===== src/rtl/ppu_reg_ctrl.sv =====
// ppu_reg_ctrl: CPU-facing PPU register file ($2000-$2007), VRAM port
// sequencer for PPUDATA accesses with renderer-priority arbitration, and
// vblank / NMI request generation.
module ppu_reg_ctrl #(
  parameter int INC_ACROSS = 32
) (
  input  logic        clk,
  input  logic        reset,
  input  logic        ppu_reg_cs,
  input  logic [2:0]  ppu_reg_addr,
  input  logic        cpu_rw,
  input  logic [7:0]  cpu_wdata,
  output logic [7:0]  cpu_rdata,
  output logic        rdy,
  input  logic        render_req,
  input  logic [13:0] render_addr,
  output logic [13:0] vram_addr,
  output logic [7:0]  vram_wdata,
  output logic        vram_we,
  input  logic [7:0]  vram_rdata,
  input  logic        vblank_set,
  input  logic        vblank_clr,
  input  logic        spr0_hit,
  input  logic        spr_ovf,
  input  logic [7:0]  oam_rdata,
  output logic [7:0]  oam_addr,
  output logic        oam_we,
  output logic [7:0]  ppu_ctrl,
  output logic [7:0]  ppu_mask,
  output logic [7:0]  scroll_x,
  output logic [7:0]  scroll_y,
  output logic        NMI_enable
);

  localparam logic [1:0] ST_IDLE    = 2'd0;
  localparam logic [1:0] ST_PEND    = 2'd1;
  localparam logic [1:0] ST_RD_WAIT = 2'd2;

  logic        cs_prev_reg;
  logic [1:0]  state_reg;
  logic [13:0] lat_addr_reg;
  logic        lat_write_reg;
  logic [7:0]  lat_data_reg;
  logic [13:0] v_reg;
  logic        w_reg;
  logic [7:0]  rbuf_reg;
  logic [7:0]  ppu_ctrl_reg;
  logic [7:0]  ppu_mask_reg;
  logic [7:0]  scroll_x_reg;
  logic [7:0]  scroll_y_reg;
  logic [7:0]  oam_addr_reg;
  logic        oam_we_reg;
  logic        vblank_reg;
  logic        nmi_reg;
  logic [7:0]  cpu_rdata_reg;

  logic        access;
  logic        wr_acc;
  logic        rd_acc;
  logic        data_acc;
  logic        port_use;
  logic [13:0] v_inc;

  // Access strobe: first cycle of chip select low; a CPU access to $2007 is
  // only taken when the sequencer is idle, otherwise it is dropped.
  assign access   = cs_prev_reg & ~ppu_reg_cs;
  assign wr_acc   = access & ~cpu_rw;
  assign rd_acc   = access & cpu_rw;
  assign data_acc = access && (ppu_reg_addr == 3'd7) && (state_reg == ST_IDLE);
  assign port_use = (state_reg == ST_PEND) && !render_req;
  assign v_inc    = ppu_ctrl_reg[2] ? 14'(INC_ACROSS) : 14'd1;

  // Renderer always owns the port when it asks; write enable is also masked
  // during reset so an aborted access can never reach VRAM.
  assign vram_addr  = render_req ? render_addr : lat_addr_reg;
  assign vram_wdata = lat_data_reg;
  assign vram_we    = port_use && lat_write_reg && !reset;
  assign rdy        = (state_reg == ST_IDLE);

  assign cpu_rdata  = cpu_rdata_reg;
  assign oam_addr   = oam_addr_reg;
  assign oam_we     = oam_we_reg;
  assign ppu_ctrl   = ppu_ctrl_reg;
  assign ppu_mask   = ppu_mask_reg;
  assign scroll_x   = scroll_x_reg;
  assign scroll_y   = scroll_y_reg;
  assign NMI_enable = nmi_reg;

  // Previous chip-select level for the access edge detect.
  always_ff @(posedge clk) begin
    if (reset) cs_prev_reg <= 1'b1;
    else       cs_prev_reg <= ppu_reg_cs;
  end

  // PPUCTRL / PPUMASK register writes.
  always_ff @(posedge clk) begin
    if (reset) begin
      ppu_ctrl_reg <= 8'h00;
      ppu_mask_reg <= 8'h00;
    end else if (wr_acc) begin
      if (ppu_reg_addr == 3'd0) ppu_ctrl_reg <= cpu_wdata;
      if (ppu_reg_addr == 3'd1) ppu_mask_reg <= cpu_wdata;
    end
  end

  // Shared write toggle plus the scroll registers it steers.
  always_ff @(posedge clk) begin
    if (reset) begin
      w_reg        <= 1'b0;
      scroll_x_reg <= 8'h00;
      scroll_y_reg <= 8'h00;
    end else if (rd_acc && ppu_reg_addr == 3'd2) begin
      w_reg <= 1'b0;
    end else if (wr_acc && (ppu_reg_addr == 3'd5 || ppu_reg_addr == 3'd6)) begin
      w_reg <= ~w_reg;
      if (ppu_reg_addr == 3'd5) begin
        if (!w_reg) scroll_x_reg <= cpu_wdata;
        else        scroll_y_reg <= cpu_wdata;
      end
    end
  end

  // VRAM pointer: loaded through $2006 (takes priority), else advanced on port use.
  always_ff @(posedge clk) begin
    if (reset) begin
      v_reg <= 14'd0;
    end else if (wr_acc && ppu_reg_addr == 3'd6) begin
      if (!w_reg) v_reg[13:8] <= cpu_wdata[5:0];
      else        v_reg[7:0]  <= cpu_wdata;
    end else if (port_use) begin
      v_reg <= v_reg + v_inc;
    end
  end

  // OAM address / write pulse; the address advances after the pulse.
  always_ff @(posedge clk) begin
    if (reset) begin
      oam_addr_reg <= 8'h00;
      oam_we_reg   <= 1'b0;
    end else begin
      oam_we_reg <= wr_acc && (ppu_reg_addr == 3'd4);
      if (wr_acc && ppu_reg_addr == 3'd3) oam_addr_reg <= cpu_wdata;
      else if (oam_we_reg)                oam_addr_reg <= oam_addr_reg + 8'd1;
    end
  end

  // vblank flag (set wins over clear) and the registered NMI request.
  always_ff @(posedge clk) begin
    if (reset) begin
      vblank_reg <= 1'b0;
      nmi_reg    <= 1'b0;
    end else begin
      if (vblank_set)                                              vblank_reg <= 1'b1;
      else if (vblank_clr || (rd_acc && ppu_reg_addr == 3'd2))     vblank_reg <= 1'b0;
      nmi_reg <= ppu_ctrl_reg[7] & vblank_reg;
    end
  end

  // Registered CPU read data, held until the next read.
  always_ff @(posedge clk) begin
    if (reset) begin
      cpu_rdata_reg <= 8'h00;
    end else if (rd_acc) begin
      case (ppu_reg_addr)
        3'd2:    cpu_rdata_reg <= {vblank_reg, spr0_hit, spr_ovf, 5'b00000};
        3'd4:    cpu_rdata_reg <= oam_rdata;
        3'd7:    cpu_rdata_reg <= rbuf_reg;
        default: cpu_rdata_reg <= 8'h00;
      endcase
    end
  end

  // PPUDATA sequencer: latch request, wait for a free port, then write or read.
  always_ff @(posedge clk) begin
    if (reset) begin
      state_reg     <= ST_IDLE;
      lat_addr_reg  <= 14'd0;
      lat_write_reg <= 1'b0;
      lat_data_reg  <= 8'h00;
      rbuf_reg      <= 8'h00;
    end else begin
      case (state_reg)
        ST_IDLE: begin
          if (data_acc) begin
            lat_addr_reg  <= v_reg;
            lat_write_reg <= ~cpu_rw;
            lat_data_reg  <= cpu_wdata;
            state_reg     <= ST_PEND;
          end
        end
        ST_PEND: begin
          if (!render_req) state_reg <= lat_write_reg ? ST_IDLE : ST_RD_WAIT;
        end
        ST_RD_WAIT: begin
          rbuf_reg  <= vram_rdata;
          state_reg <= ST_IDLE;
        end
        default: state_reg <= ST_IDLE;
      endcase
    end
  end

endmodule


===== config.mk =====
export PLATFORM = sky130hd
export DESIGN_NAME = ppu_reg_ctrl
export DESIGN_NICKNAME = d
export VERILOG_FILES = /design/src/rtl/ppu_reg_ctrl.sv
export SDC_FILE = /design/constraint.sdc
export NUM_CORES = 1
export LEC_CHECK = 0
export BUFFER_PORTS_ARGS = -buffer_cell sky130_fd_sc_hd__buf_4
export CAP_MARGIN = 10
export CORE_MARGIN = 2
export CORE_UTILIZATION = 56
export DETAILED_ROUTE_END_ITERATION = 7
export GPL_TIMING_DRIVEN = 0
export PLACE_DENSITY = 0.9
export SLEW_MARGIN = 20
export SYNTH_ARGS = -nofsm -noshare
export SYNTH_HDL_FRONTEND = slang
export SYNTH_SLANG_ARGS = --single-unit

===== constraint.sdc =====
create_clock -name clk -period 4.1 [get_ports clk]
set_input_delay 0.82 -clock clk [delete_from_list [all_inputs] [get_ports clk]]
set_output_delay 0.82 -clock clk [all_outputs]
set_load 0.02 [all_outputs]

==> flow_summary.ini, run 1 <==
[die]
initial_core_util_pct = 57.68
ios = 124
dieArea_sq_mm = 0.008646
die_h_um = 92.99
core-area_sq_mm = 0.007687
rows = 32
die_x_um = 92.99

[cts]
holdBufCountCts = 0
postCtsSetupBuffers = 0
htree_levels = 3
clock_sinks = 100
cts_buffers = 9
cts_resized = 0
cts_tree = done
clock_latency_ps = 370
cts_buffer_depth = 2
cts_root_buffer = clkbuf_8
cts.clk_slew.worst_paths_ps = 90

[detailed_routing]
num_vias = 4211
final_antenna_net_count = 0
avgRoutedWirePerCell_um = 16.49
via_per_inst = 5.668
drt_wl_total_um = 12250
firstDrtPassIters = 5
drcViolationCount = 0
drtIter0Drc = 256

[layout]
n_antenna_cell = 0
area_growth_syn_to_layout_pct = 27.40
nNetsFinal = 690
drive_above_1_share_pct = 25.43
fillCellCount = 590

[timing]
worstMarginPinSlew_ps = 864.6
finalCriticalPeriod_ps = 2776
fmaxAchievable_mhz = 360.2
relSlewSlack_pct = 42.05
fin_skew_ps = 7.839
hold_ws_ps = 443.6
fin_crit_sh_pct = 67.71
tns_ps = 0
rsz0062_at_grt = false
hold_viol_final = 0
finalSetupViolations = 0
drv_slew = 0

[global_route]
track_usage_pct = 28.57
first_global_vias = 3997
grt_pass1_wl_um = 19410
grt_max_degree = 17
grt_overflow = 0
grt_antenna_before_repair = 0

[synth]
synth-seq-area-share_pct = 45.15
synth_nets = 561
ys_ff_latch = 100
syn_inst = 507
synth.area.top_cells = dfxtp_1, mux2i_1, nand2_1, nor2_1, a21oi_1
ys_types = 53
postSynthAreaPerCell_sq_um = 8.746
synth_top_area_share_pct = 45.15
ys_async_sr_fraction_pct = 0
yosysTopAreaCell = dfxtp_1
synth-edff-count = 0
synth_ff_type = dfxtp_1
ys_warn_count = 0
syn-cell-area_sq_mm = 0.004434

[setup_path]
cp-end-kind = primary output
critPathBufInv = 3
crit_family = buffers and inverters
critPathKind = in -> out
critPathMaxFanout = 10
required_ps = 3280
worst_path_max_delay_cell = clkbuf_1
cp.arrival_ps = 1960
cp_cell_sequence = buf_6 -> clkbuf_1 -> mux2_2 -> buf_4
startpoint_type = input pin
cpPeakStageDelay_ps = 460

[run]
drv_cap = 0

[power_and_ir_drop]
power_per_cell_area_mw_per_mm2 = 322.6
vdd_drop_max_mv = 0.2640
p_leak_nw = 2.413
power_mw = 1.822

[outcome]
status = completed

[placed_design]
gp_congestion = 0.8848
port_buffers = 118
hpwl_um = 8952

[worst_hold_path]
hp-class = reg -> reg
placed cells by master (no fill, tap or decap), types with 2 or more instances in the layout:
| master | instances |
|---|---|
| ha_1 | 4 |
| buf_6 | 2 |
| nor4_1 | 3 |
| clkbuf_1 | 29 |
| and3_1 | 8 |
| mux2i_1 | 37 |
| clkbuf_8 | 10 |
| xor2_1 | 4 |
| nor3b_1 | 4 |
| a221oi_1 | 3 |
| a31oi_1 | 3 |
| inv_1 | 7 |
| buf_2 | 6 |
| nand2_1 | 69 |
| xnor2_1 | 5 |
| mux2_2 | 14 |
| dfxtp_1 | 100 |
| a22o_1 | 9 |
| a21oi_2 | 2 |
| clkinv_4 | 2 |
| nand4_1 | 5 |
| o21ai_0 | 7 |
| nand3_1 | 16 |
| a211oi_1 | 11 |
| o221ai_1 | 2 |
| and4_1 | 2 |
| nand2b_1 | 5 |
| nor3_1 | 8 |
| o22a_1 | 2 |
| nor2_1 | 64 |
| a22oi_1 | 8 |
| and2_1 | 2 |
| buf_4 | 118 |
| a31o_2 | 2 |
| a21oi_1 | 39 |
| nor2b_1 | 7 |
worst register-to-register path, cell delays in order, from the launching register on:
cell,delay (ps)
dfxtp_1,350
nor2b_1,320
nor3b_2,600
nand2b_1,110
clkbuf_1,280
mux2i_1,250
nor2_1,60
metal layers:
| metal | wire length [um] | vias up | track usage, % |
|---|---|---|---|
| met5 | 0 | - | 0 |
| met1 | 5035 | 1980 | 34.29 |
| met3 | 796 | 30 | 5.882 |
| met4 | 338 | 0 | 11.89 |
| li1 | - | 2030 | - |
| met2 | 6078 | 171 | 49.76 |
final cells by class:
class,count,area [sq um],area share [%]
multi-input cells,365,2252,39.87
flip-flops and latches,100,2002,35.44
repair buffers,118,885.9,15.68
plain buffers,35,153.9,2.724
clock buffers,12,145.1,2.569
well taps,102,127.6,2.259
clock inverters,4,56.30,0.9967
inverters,7,26.28,0.4651
final timing paths:
path	cells past startpoint	slack, ps	end	startpoint
max	4	1320	vram_addr[8]	render_req
min reg2reg	1	440	state_reg[1]	lat_write_reg
max reg2reg	6	2010	ppu_mask[2]	cs_prev_reg
min	1	440	state_reg[1]	lat_write_reg
metrics by stage:
stage	util, %	area, sq um	setup WS (ps)	instances
global placement	70.87	5448	1323	727
detailed placement	70.87	5448	1309	727
finish	73.49	5649	1324	743
floorplan	-	4434	1328	507
global route	73.49	5649	1277	743
CTS	73.49	5649	1310	743
cells in the mapped netlist (2+ instances only):
cell type,count
mux2_2,14
o22a_1,2
a31oi_1,3
inv_1,7
o21ai_0,7
nand3_1,16
a22oi_1,8
ha_1,4
a22o_1,9
buf_6,2
a221oi_1,3
nor3_1,8
a21oi_1,39
buf_2,6
nand2b_1,5
mux2i_1,37
and2_1,2
a21oi_2,2
and3_1,8
dfxtp_1,100
nand4_1,5
nor2_1,64
clkbuf_1,27
nor2b_1,7
a31o_2,2
nand2_1,69
nor3b_1,4
xor2_1,4
a211oi_1,11
xnor2_1,5
and4_1,2
o221ai_1,2
nor4_1,3
report_power, final:
part | switching [mW] | internal (mW) | leakage [nW]
Combinational | 0.105 | 0.0792 | 1.50
Clock | 0.344 | 0.304 | 0.101
Sequential | 0.00865 | 0.982 | 0.807
cell families (layout without fill, tap and decap cells):
family,count (synthesis),count (layout),share of synthesized area (%)
adders and majority gates,4,4,1.129
and+or+nand+nor,204,204,21.56
DFF,100,100,45.15
buffers and inverters,42,176,4.063
muxes,51,51,11.91
AOI/OAI and AO/OA,97,97,14.42
xor gates and xnor gates,9,9,1.778
Power figures use the tool's default switching activity.
==> run 2: changes to the inputs <==
- CORE_UTILIZATION: 56 -> 47
- PLACE_DENSITY: 0.9 -> 0.81
- clock period: 4.1 -> 2.3 ns (I/O delays scaled with it)
==> run 2 against run 1 <==
Net effect:
- global-route usage decreased by 4.0 points
- first-iteration DRC count decreased by 31%
- power increased by 74%
- non-clock buffer count unchanged
- sequential share of layout area about the same
- cell count increased by 1.2%
- clock skew increased by 3.7 ps
- critical path depth unchanged
- clock-buffer cell count decreased by 3
- largest cell class unchanged
- largest power group unchanged
- highest routed layer unchanged
==> flow_summary.ini, run 2 (synthesis results as in run 1) <==
[setup_path]
required_ps = 1840
critPathKind = reg -> out
cp_cell_sequence = or3b_1 -> buf_6 -> nor3b_1 -> buf_4
worst_path_max_delay_cell = dfxtp_1
startpoint_type = register
crit_family = simple AND/OR/NAND/NOR gates
cp.arrival_ps = 1730
critPathMaxFanout = 8
cp-end-kind = primary output
critPathBufInv = 2
cpPeakStageDelay_ps = 380

[power_and_ir_drop]
p_leak_nw = 2.401
power_per_cell_area_mw_per_mm2 = 562.4
p_int_mw = 2.303
seq_power_share_pct = 55.6
p_switching_uw = 872.8
clock_power_share_pct = 34.0
power_mw = 3.176
comb_power_share_pct = 10.4
vdd_drop_max_mv = 0.5421
switching_share_pct = 27.48

[cts]
cts_root_buffer = clkbuf_8
cts_resized = 0
clock_latency_ps = 370
postCtsSetupBuffers = 0
cts_tree = done
cts.clk_slew.worst_paths_ps = 100
cts_buffer_depth = 2
cts_buffers = 9
holdBufCountCts = 0
clock_sinks = 100
htree_levels = 3

[global_route]
grt_antenna_before_repair = 0
track_usage_pct = 24.59
grt_pass1_wl_um = 19750
first_global_vias = 3962
grt_overflow = 0
grt_max_degree = 19

[die]
core-area_sq_mm = 0.009196
die_x_um = 101.1
ios = 124
initial_core_util_pct = 48.22
dieArea_sq_mm = 0.01023
rows = 35
die_h_um = 101.1

[timing]
finalSetupViolations = 0
hold_viol_final = 0
hold_ws_ps = 298.4
fin_skew_ps = 11.49
finalCriticalPeriod_ps = 2187
worstMarginPinSlew_ps = 905.7
relSlewSlack_pct = 39.29
fin_crit_sh_pct = 95.10
fmaxAchievable_mhz = 457.2
drv_slew = 0
rsz0062_at_grt = false

[placed_design]
gp_congestion = 0.9074
dp_cells = 736
hpwl_um = 9240
port_buffers = 118

[detailed_routing]
avgRoutedWirePerCell_um = 16.60
via_per_inst = 5.509
drt_wl_total_um = 12480
final_antenna_net_count = 0
firstDrtPassIters = 4
drtIter0Drc = 176
num_vias = 4143
drcViolationCount = 0

[layout]
regArea_sq_mm = 0.002002
final_common_cell = buf_4
multiInputGateArea_sq_mm = 0.002258
fin_cells = 752
final_cell_mix = buf_4, dfxtp_1, nand2_1
fillCellCount = 821
drive_above_1_share_pct = 25.74
area_growth_syn_to_layout_pct = 27.37
final_util_pct = 61.42
n_antenna_cell = 0
nNetsFinal = 690

[run]
drv_cap = 0

[outcome]
status = completed

[worst_hold_path]
hp-class = in -> reg
## run 2: worst paths after layout
path                           to  slack [ps]            start  cells after the start
setup / recovery          vram_we         110     state_reg[0]                      4
hold / removal             oam_we         300  ppu_reg_addr[1]                      2
setup reg to reg        v_reg[11]         270      ppu_ctrl[2]                      7
hold reg to reg   lat_addr_reg[6]         460  lat_addr_reg[6]                      2
## run 2: cell type report
type                       instances  area share, %
tap                              111          2.459
multi-input combinational        365          39.99
buffer                            35          2.725
sequential                       100          35.45
clock inverter                     7          1.041
timing repair buffer             118          15.68
clock buffer                       9          2.193
inverter                           7         0.4652
## run 2: stage by stage
step | instance area (sq um) | TNS, ps | setup WS [ps]
2_1_floorplan | 4434 | 0 | 247.7
3_3_place_gp | 5459 | 0 | 62.26
3_5_place_dp | 5459 | -283.7 | -63.83
4_1_cts | 5642 | 0 | 118.3
5_1_grt | 5648 | 0 | 89.22
6_report | 5648 | 0 | 112.7
## run 2: routing by layer
| layer | vias up | share of wire, % | GRT usage (%) | wire, um |
|---|---|---|---|---|
| met5 | - | 0 | 0 | 0 |
| met4 | 0 | 2.4 | 9.563 | 303 |
| met3 | 26 | 6.5 | 5.452 | 811 |
| met2 | 134 | 49 | 41.11 | 6118 |
| met1 | 1953 | 42 | 31.02 | 5249 |
| li1 | 2030 | - | - | - |
## run 2: power groups by stage
stage / registers [mW] / clock network (mW) / logic [mW]
after floorplan: 1.82 / 0 / 0.156
after global routing: 1.77 / 1.16 / 0.356
after global placement: 1.81 / 0 / 0.321
after CTS: 1.77 / 1.09 / 0.329
after detailed placement: 1.81 / 0 / 0.328
final: 1.77 / 1.08 / 0.329
==> run 3: changes to the inputs <==
- SETUP_SLACK_MARGIN: unset -> 0.5
==> run 3 against run 2 <==
Net effect:
- sequential cell count stayed put
- power is 0.14% higher
- clock skew hardly changed
- sequential share of layout area is 1.6 points lower
- global-route usage hardly changed
- maximum frequency is 11% higher
- final area is 5.0% higher
==> flow_summary.ini, run 3 (synthesis results as in run 1) <==
[outcome]
status = completed

[setup_path]
critPathKind = reg -> out
critPathMaxFanout = 2
r2r-end = v_reg[9]
regToRegSetupSlack_ps = 420
r2r-start = ppu_ctrl[2]
cp.arrival_ps = 1500
cp-end-kind = primary output
endpoint = vram_we
setup.worst_path.start = state_reg[0]
startpoint_type = register
required_ps = 1840
worstRegToRegCells = 7

[die]
die_x_um = 101.1
rows = 35
dieArea_sq_mm = 0.01023
die_h_um = 101.1
ios = 124
core-area_sq_mm = 0.009196
initial_core_util_pct = 48.22

[placed_design]
dpl_cell_area_sq_mm = 0.005474
port_buffers = 118
dp_cells = 736
hpwl_um = 9206
gp_congestion = 0.9090

[timing]
finalCriticalPeriod_ps = 1963
worstMarginPinSlew_ps = 618.0
finalSetupViolations = 0
hold_viol_final = 0
fmaxAchievable_mhz = 509.3
drv_slew = 0
rsz0062_at_grt = true
fin_crit_sh_pct = 85.36
tns_ps = 0
relSlewSlack_pct = 58.80
hold_ws_ps = 308.5
fin_skew_ps = 11.51

[detailed_routing]
avgRoutedWirePerCell_um = 16.89
firstDrtPassIters = 5
drt_wl_total_um = 12910
drcViolationCount = 0
drtIter0Drc = 212
via_per_inst = 5.637
num_vias = 4307
final_antenna_net_count = 0

[layout]
fillCellCount = 797
drive_above_1_share_pct = 31.39
fin_area_sq_mm = 0.005932
nNetsFinal = 703
area_growth_syn_to_layout_pct = 33.78
n_antenna_cell = 0
final_common_cell = buf_4
fin_cells = 764
final_cell_mix = buf_4, dfxtp_1, nand2_1

[power_and_ir_drop]
p_leak_nw = 2.520
comb_power_share_pct = 10.9
seq_power_share_pct = 55.5
p_int_mw = 2.315
clock_power_share_pct = 33.5
power_per_cell_area_mw_per_mm2 = 536.2
vdd_drop_max_mv = 0.2865
p_switching_uw = 865.4
power_mw = 3.180
switching_share_pct = 27.21

[global_route]
track_usage_pct = 24.61
grt_pass1_wl_um = 19810
first_global_vias = 4007
grt_antenna_before_repair = 0
grt_max_degree = 19
grt_overflow = 0

[cts]
cts_buffers = 9
cts_root_buffer = clkbuf_8
clock_sinks = 100
cts.clk_slew.worst_paths_ps = 110
clock_latency_ps = 380
cts_tree = done
cts_buffer_depth = 2
htree_levels = 3

[worst_hold_path]
hp-class = in -> reg

[run]
drv_cap = 0
[run 3: changes by cell type in the layout (fill, tap and decap cells not counted), moves of 3 or more]
cell,delta
clkbuf_2,+3
clkinvlp_4,-3
inv_6,+3
clkbuf_1,-5
buf_4,+11
dfxtp_1,-3
[run 3: final cells by class]
cell class,instances,area [sq um],area share (%)
multi-input cells,365,2414,40.69
flip-flops and latches,100,2008,33.85
repair buffers,131,994.7,16.77
plain buffers,35,171.4,2.890
well taps,111,138.9,2.341
clock buffers,9,123.9,2.088
clock inverters,6,55.05,0.9281
inverters,7,26.28,0.4429
[run 3: layer usage]
layer	global-route usage (%)	share of wire (%)	vias up
li1	-	-	2059
met1	30.94	42	2057
met2	42.08	50	161
met3	6.004	5.9	30
met4	7.069	2.2	0
met5	0	0	-
[run 3: critical path, stage by stage, from the launching register on]
cell and delay (ps):
dfxtp_2 330, or3b_1 350, buf_6 130, nor3b_2 160
buf_4 160
[run 3: worst min-delay path by stage]
stage | startpoint | slack [ps] | cells after the start | endpoint
final | vram_rdata[2] | 310 | 3 | rbuf_reg[2]
after global routing | vram_rdata[4] | 300 | 3 | rbuf_reg[4]
after CTS | ppu_reg_addr[1] | 300 | 2 | oam_we
after detailed placement | vblank_reg | 440 | 2 | NMI_enable
after global placement | lat_write_reg | 430 | 1 | state_reg[1]
after floorplan | vblank_reg | 410 | 2 | NMI_enable
[run 3: timing repair]
action,in CTS,in global routing
gates cloned,0,0
pin swaps,1,9
setup endpoints to repair,38,67
setup buffers,9,4
gates resized for setup,16,32
hold buffers,0,0
[run 3: metrics by stage]
step                      util, %  setup slack, ps
after floorplan                 -            393.1
after global placement      59.52            84.77
after detailed placement    59.52            4.089
after CTS                   62.76            304.5
after global routing        64.50            299.1
final                       64.50            336.6
[run 3: power by group through the flow]
stage / Sequential [mW] / Combinational, mW / Clock [mW]
final: 1.77 / 0.348 / 1.07
after global routing: 1.77 / 0.373 / 1.14
after CTS: 1.77 / 0.338 / 1.08
after detailed placement: 1.81 / 0.330 / 0
after global placement: 1.81 / 0.323 / 0
after floorplan: 1.82 / 0.157 / 0
